--- config.mk ---
export PLATFORM = sky130hd
export DESIGN_NAME = rf_wb_buffer
export DESIGN_NICKNAME = d
export VERILOG_FILES = /design/src/rtl/rf_wb_buffer.sv
export SDC_FILE = /design/constraint.sdc
export NUM_CORES = 1
export LEC_CHECK = 0
export BUFFER_PORTS_ARGS = -buffer_cell sky130_fd_sc_hd__buf_2
export CAP_MARGIN = 20
export CORE_ASPECT_RATIO = 0.8
export CORE_UTILIZATION = 55
export DETAILED_ROUTE_END_ITERATION = 8
export GPL_TIMING_DRIVEN = 0
export PLACE_DENSITY = 0.76
export SYNTH_ARGS = -nofsm -noshare
export SYNTH_HDL_FRONTEND = slang
export SYNTH_SLANG_ARGS = --single-unit
--- constraint.sdc ---
create_clock -name clk -period 11.11 [get_ports clk]
set_clock_uncertainty 0.1 [all_clocks]
set_input_delay 2.7775 -clock clk [delete_from_list [all_inputs] [get_ports clk]]
set_output_delay 2.7775 -clock clk [all_outputs]
set_load 0.01 [all_outputs]
--- src/rtl/rf_wb_buffer.sv ---
// rf_wb_buffer: register-file writeback buffer with read bypass.
// Queues producer writebacks and drains one per cycle into the RF write port.
// Ports: clk, rst (async active-low); in_valid/in_ready/in_addr/in_data push side;
//   wb_en drain enable; RegWrite/wr_addr/wr_data registered RF write port;
//   fwd_addr1/2 -> fwd_hit1/2, fwd_data1/2 bypass lookups; count/full/empty status.
// Optional: define RF_WB_COALESCE_EN to merge a write into the youngest
//   entry when the addresses match.
module rf_wb_buffer #(
   parameter int DEPTH = 4,
   parameter int AW    = 5,
   parameter int DW    = 32
) (
   input  logic                     clk,
   input  logic                     rst,
   input  logic                     in_valid,
   output logic                     in_ready,
   input  logic [AW-1:0]            in_addr,
   input  logic [DW-1:0]            in_data,
   input  logic                     wb_en,
   output logic                     RegWrite,
   output logic [AW-1:0]            wr_addr,
   output logic [DW-1:0]            wr_data,
   input  logic [AW-1:0]            fwd_addr1,
   input  logic [AW-1:0]            fwd_addr2,
   output logic                     fwd_hit1,
   output logic [DW-1:0]            fwd_data1,
   output logic                     fwd_hit2,
   output logic [DW-1:0]            fwd_data2,
   output logic [$clog2(DEPTH):0]   count,
   output logic                     full,
   output logic                     empty
);

   localparam int PW = $clog2(DEPTH);
   localparam int CW = PW + 1;

   logic [AW-1:0]    ent_addr [DEPTH];
   logic [DW-1:0]    ent_data [DEPTH];
   logic [DEPTH-1:0] ent_vld;
   logic [PW-1:0]    head;
   logic [PW-1:0]    tail;
   logic [PW-1:0]    yng;
   logic [PW-1:0]    fidx;
   logic             pop;
   logic             push;
   logic             coal;
   logic             xfer;

   assign full  = (count == CW'(DEPTH));
   assign empty = (count == '0);
   assign pop   = wb_en && !empty;
   assign yng   = tail - PW'(1);

`ifdef RF_WB_COALESCE_EN
   // Merge into the youngest entry unless it leaves this very cycle.
   assign coal = in_valid && (in_addr != '0) && ent_vld[yng] &&
                 (ent_addr[yng] == in_addr) &&
                 !((count == CW'(1)) && pop);
   assign in_ready = !full || coal;
`else
   assign coal     = 1'b0;
   assign in_ready = !full;
`endif

   assign xfer = in_valid && in_ready;
   // x0 writes complete the handshake but never occupy an entry.
   assign push = xfer && (in_addr != '0) && !coal;

   always_ff @(posedge clk or negedge rst) begin
      if (!rst) begin
         head     <= '0;
         tail     <= '0;
         count    <= '0;
         ent_vld  <= '0;
         RegWrite <= 1'b0;
         wr_addr  <= '0;
         wr_data  <= '0;
      end else begin
         if (pop) begin
            head          <= head + PW'(1);
            ent_vld[head] <= 1'b0;
            RegWrite      <= 1'b1;
            wr_addr       <= ent_addr[head];
            wr_data       <= ent_data[head];
         end else begin
            RegWrite <= 1'b0;
         end
         if (push) begin
            tail          <= tail + PW'(1);
            ent_vld[tail] <= 1'b1;
         end
         unique case (1'b1)
            push && !pop: count <= count + CW'(1);
            pop && !push: count <= count - CW'(1);
            default:      count <= count;
         endcase
      end
   end

   // Payload storage needs no reset; validity is tracked by ent_vld.
   always_ff @(posedge clk) begin
      if (push) begin
         ent_addr[tail] <= in_addr;
         ent_data[tail] <= in_data;
      end else if (coal) begin
         ent_data[yng] <= in_data;
      end
   end

   // Output stage is checked first, then entries oldest to youngest,
   // so later matches (younger writes) take priority.
   always_comb begin
      fwd_hit1  = 1'b0;
      fwd_data1 = '0;
      fwd_hit2  = 1'b0;
      fwd_data2 = '0;
      fidx      = '0;
      if (RegWrite && (fwd_addr1 != '0) && (wr_addr == fwd_addr1)) begin
         fwd_hit1  = 1'b1;
         fwd_data1 = wr_data;
      end
      if (RegWrite && (fwd_addr2 != '0) && (wr_addr == fwd_addr2)) begin
         fwd_hit2  = 1'b1;
         fwd_data2 = wr_data;
      end
      for (int k = 0; k < DEPTH; k++) begin
         fidx = head + PW'(k);
         if (ent_vld[fidx] && (fwd_addr1 != '0) &&
             (ent_addr[fidx] == fwd_addr1)) begin
            fwd_hit1  = 1'b1;
            fwd_data1 = ent_data[fidx];
         end
         if (ent_vld[fidx] && (fwd_addr2 != '0) &&
             (ent_addr[fidx] == fwd_addr2)) begin
            fwd_hit2  = 1'b1;
            fwd_data2 = ent_data[fidx];
         end
      end
   end

endmodule
==> run summary <==
### Outcome
• finished, final reports clean — result of the run

### STA
• 88.0% — crit share post-route
• 0 — number of failing hold endpoints at the final stage
• 0 — number of max-slew violations in the final report
• 9.78 ns — minimum period implied by the final worst setup slack
• 0 ns — total negative slack for setup checks
• 0.102 GHz — timing-limited maximum frequency
• 0 — final setup violation count
• 35.3% — normalized max-slew margin
• false — unrepaired setup endpoints after global routing
• 0.970 ns — Worst Tran Pin Value

### GRT
• 10,700 — via count of the first global-routing pass
• 32.6% — global-route usage over all layers
• 0 — GRT overflow
• 63,100 um — first-pass GRT wire length
• 32 — maximum number of pins on one net before global-route repair
• 2 — antenna violations before repair

### Die
• 56.8% — effective utilization at floorplan
• 51 — Cell Rows
• 26,100 um^2 — total die area
• 145 um — height of the die
• 161 — number of top-level design ports
• 180 um — width of the die
• 24,700 um^2 — core region area

### Layout
• 7690 um^2 — total area of multi-input combinational cells
• buf_2 — most common library cell in the layout ignoring fill and taps
• 1,848 — Filler cells
• 64.3% — final standard cell utilization of the core
• 31.9% — fraction of layout instances using a drive strength above 1
• buf_2, nand2_1, edfxtp_1 — leading cell types in the layout, fill and taps excluded
• 1,337 — final net count
• 0 — number of diodes
• 5670 um^2 — Register Area
• 13.4% — synthesis-to-finish area growth
• 15,900 um^2 — Finished Cell Area

### Worst setup path
• 8.23 ns — endpoint required time on the critical path
• 10 — top fanout value on the critical path
• head[1]$_DFFE_PN0N_ — r2r startpoint
• buf_1 — CP max-delay cell
• buf_2 — most repeated library cell on the critical path
• head[1]$_DFFE_PN0N_ — critical path launch point
• flip-flop — Setup crit start kind
• 6.90 ns — worst endpoint data arrival time
• reg2out — critical setup path kind
• buf_2 > buf_1 > clkbuf_1 > buf_1 > inv_1 > ha_1 > buf_2 > buf_2 > mux4_2 > xor2_1 > nor4_1 > and2_1 > clkbuf_1 > clkbuf_1 > a221oi_1 > o211ai_1 > buf_2 — list of cells traversed by the critical path
• 0.67 ns — largest stage delay on the critical path
• primary output — CP Capture Type

### Route
• 6.92 — via-per-instance ratio
• 1,780 — number of design-rule violations left by the first detailed-router iteration
• 11,100 — routed vias
• 25.9 um — Routed WL per cell
• 0 — count of nets left with antenna violations after detail routing
• 8 — Initial DRT Pass Iterations
• 0 — residual DRC count
• 41,600 um — drt total wl

### Power
• 4.69 mW — total power consumption of the routed design
• 295 nW/um^2 — power density of the placed cells
• 6.02 nW — leakage power
• 0.174 mV — maximum resistive drop on vdd

### Synth
• edfxtp_1, mux4_2, dfrtp_1 — main area contributors after synthesis
• 40.5% — fraction of the yosys area taken by sequential cells
• 1,101 — Mapped Cells
• 148 — number of synthesized flops with an enable pin
• 1,162 — post-synthesis net count
• 197 — flip-flop and latch count after synthesis
• 0 — number of warnings reported in the yosys synthesis log
• edfxtp_1 — most used flip-flop cell after synthesis
• 48 — Netlist cell types
• 12.7 um^2 — average size of a mapped cell
• edfxtp_1 — most area-hungry cell type in the Yosys netlist
• 14,000 um^2 — netlist area before placement
• 31.7% — top cell type's share of synthesized area
• 24.9% — share of synthesized flip-flops with an asynchronous set or reset

### Clock network
• 0 — Resize count post-CTS
• clkbuf_16 — CTS root buf
• 197 — count of clock tree sinks
• 0.45 ns — clock latency of the later-clocked register in the worst-skew pair
• 0.08 ns — clock input transition at the sequential cells of the worst setup and hold paths
• 2 — buffer levels on the longest clock path
• 17 — CTS buffer count
• yes — clock tree from TritonCTS
• 4 — CTS H-tree lvls
• 0 — hold buffer count at CTS
• 0 — # Post-CTS Setup Buffers

### Min path
• reg2reg — class of the most critical hold timing path
• count[0]$_DFFE_PN0P_ — hold path startpoint

### Placed design
• 15,300 um^2 — placed inst area
• 150 — Port-buffer cells
• 29,800 um — Post-DP HPWL
• 0.962 — RePlAce Congestion

### Flow run
• 0 — number of maximum-capacitance violations

stage by stage:
step                hold WS (ns)  setup WS, ns  std cells
CTS                        0.423          1.58       1606
floorplan                  0.390          3.30       1101
global placement           0.403          2.24       1569
detailed placement         0.407          2.08       1574
global route               0.450          1.14       1607
finish                     0.420          1.33       1607
path summary, 6_finish.rpt:
kind	end	slack (ns)	cells after the start
min reg2reg	count[0]$_DFFE_PN0P_	0.42	1
min	count[0]$_DFFE_PN0P_	0.42	1
max reg2reg	head[1]$_DFFE_PN0N_	5.42	13
max in group asynchronous	wr_data[11]$_DFFE_PN0N_	8.10	2
max	fwd_data2[10]	1.33	17
min in group asynchronous	wr_data[22]$_DFFE_PN0N_	2.22	1
cell usage after synthesis, types with 2 or more instances:
cell,instances
nand2_1,153
edfxtp_1,148
mux4_2,140
mux2i_1,97
nor3_1,61
clkbuf_1,53
dfrtp_1,49
nor2_1,43
inv_1,40
and2_1,38
xnor2_1,33
a221oi_1,32
o31ai_1,31
buf_2,30
o221ai_2,29
xor2_1,19
buf_1,13
mux4_1,12
ha_1,9
nand4_1,8
nand3_1,7
a21o_1,5
buf_4,5
o21ai_0,5
buf_6,4
mux2_2,3
nor3b_1,3
nor4_1,3
o221ai_1,3
or2_2,3
or3_1,3
a21oi_1,2
o211ai_1,2
per-layer routing:
metal  wire length, um  track usage, %
met1             16200            46.0
met5                14               0
met4              1070            9.94
met2             19000            50.2
met3              5360            8.01
power by group:
group	internal (mW)	switching, mW	total, mW	leakage (nW)
registers	1.00	0.191	1.19	1.95
clock network	0.355	0.293	0.648	0.300
logic	1.24	1.60	2.85	3.77
sequential cells by signal, indices dropped and copies added, names as in the netlist:
| register | flops |
|---|---|
| wr_addr | 5 |
| tail | 2 |
| head | 2 |
| wr_data | 32 |
| ent_data | 128 |
| RegWrite | 1 |
| count | 3 |
| ent_vld | 4 |
| ent_addr | 20 |
kinds of logic after synthesis:
group                      count (synthesis)  share of synthesized area, %
AOI/OAI and AO/OA                        113                          7.86
xor gates and xnor gates                  53                          3.37
adders and majority gates                 10                         0.946
and+or+nand+nor                          329                          10.8
muxes                                    252                          31.9
buffers and inverters                    147                          4.67
DFF                                      197                          40.5
cell type report:
class / count / share of cell area [%]
Buffer: 106 / 3.15
Inverter: 41 / 0.969
Timing Repair Buffer: 156 / 5.43
Clock inverter: 12 / 0.874
Clock buffer: 20 / 2.95
Tap cell: 318 / 2.50
Sequential cell: 197 / 35.7
Multi-Input combinational cell: 757 / 48.4
critical path, delay by kind of cell (launching register included):
family,cells,cell delay [ns]
buffers and inverters,10,3.98
multiplexers,1,0.61
AND/OR/NAND/NOR,2,0.49
AO/OA/AOI/OAI,2,0.48
flip-flops,1,0.39
adder cells (fa/ha/maj),1,0.34
XOR/XNOR,1,0.16
Note: power is estimated with default switching activity, not from simulation.
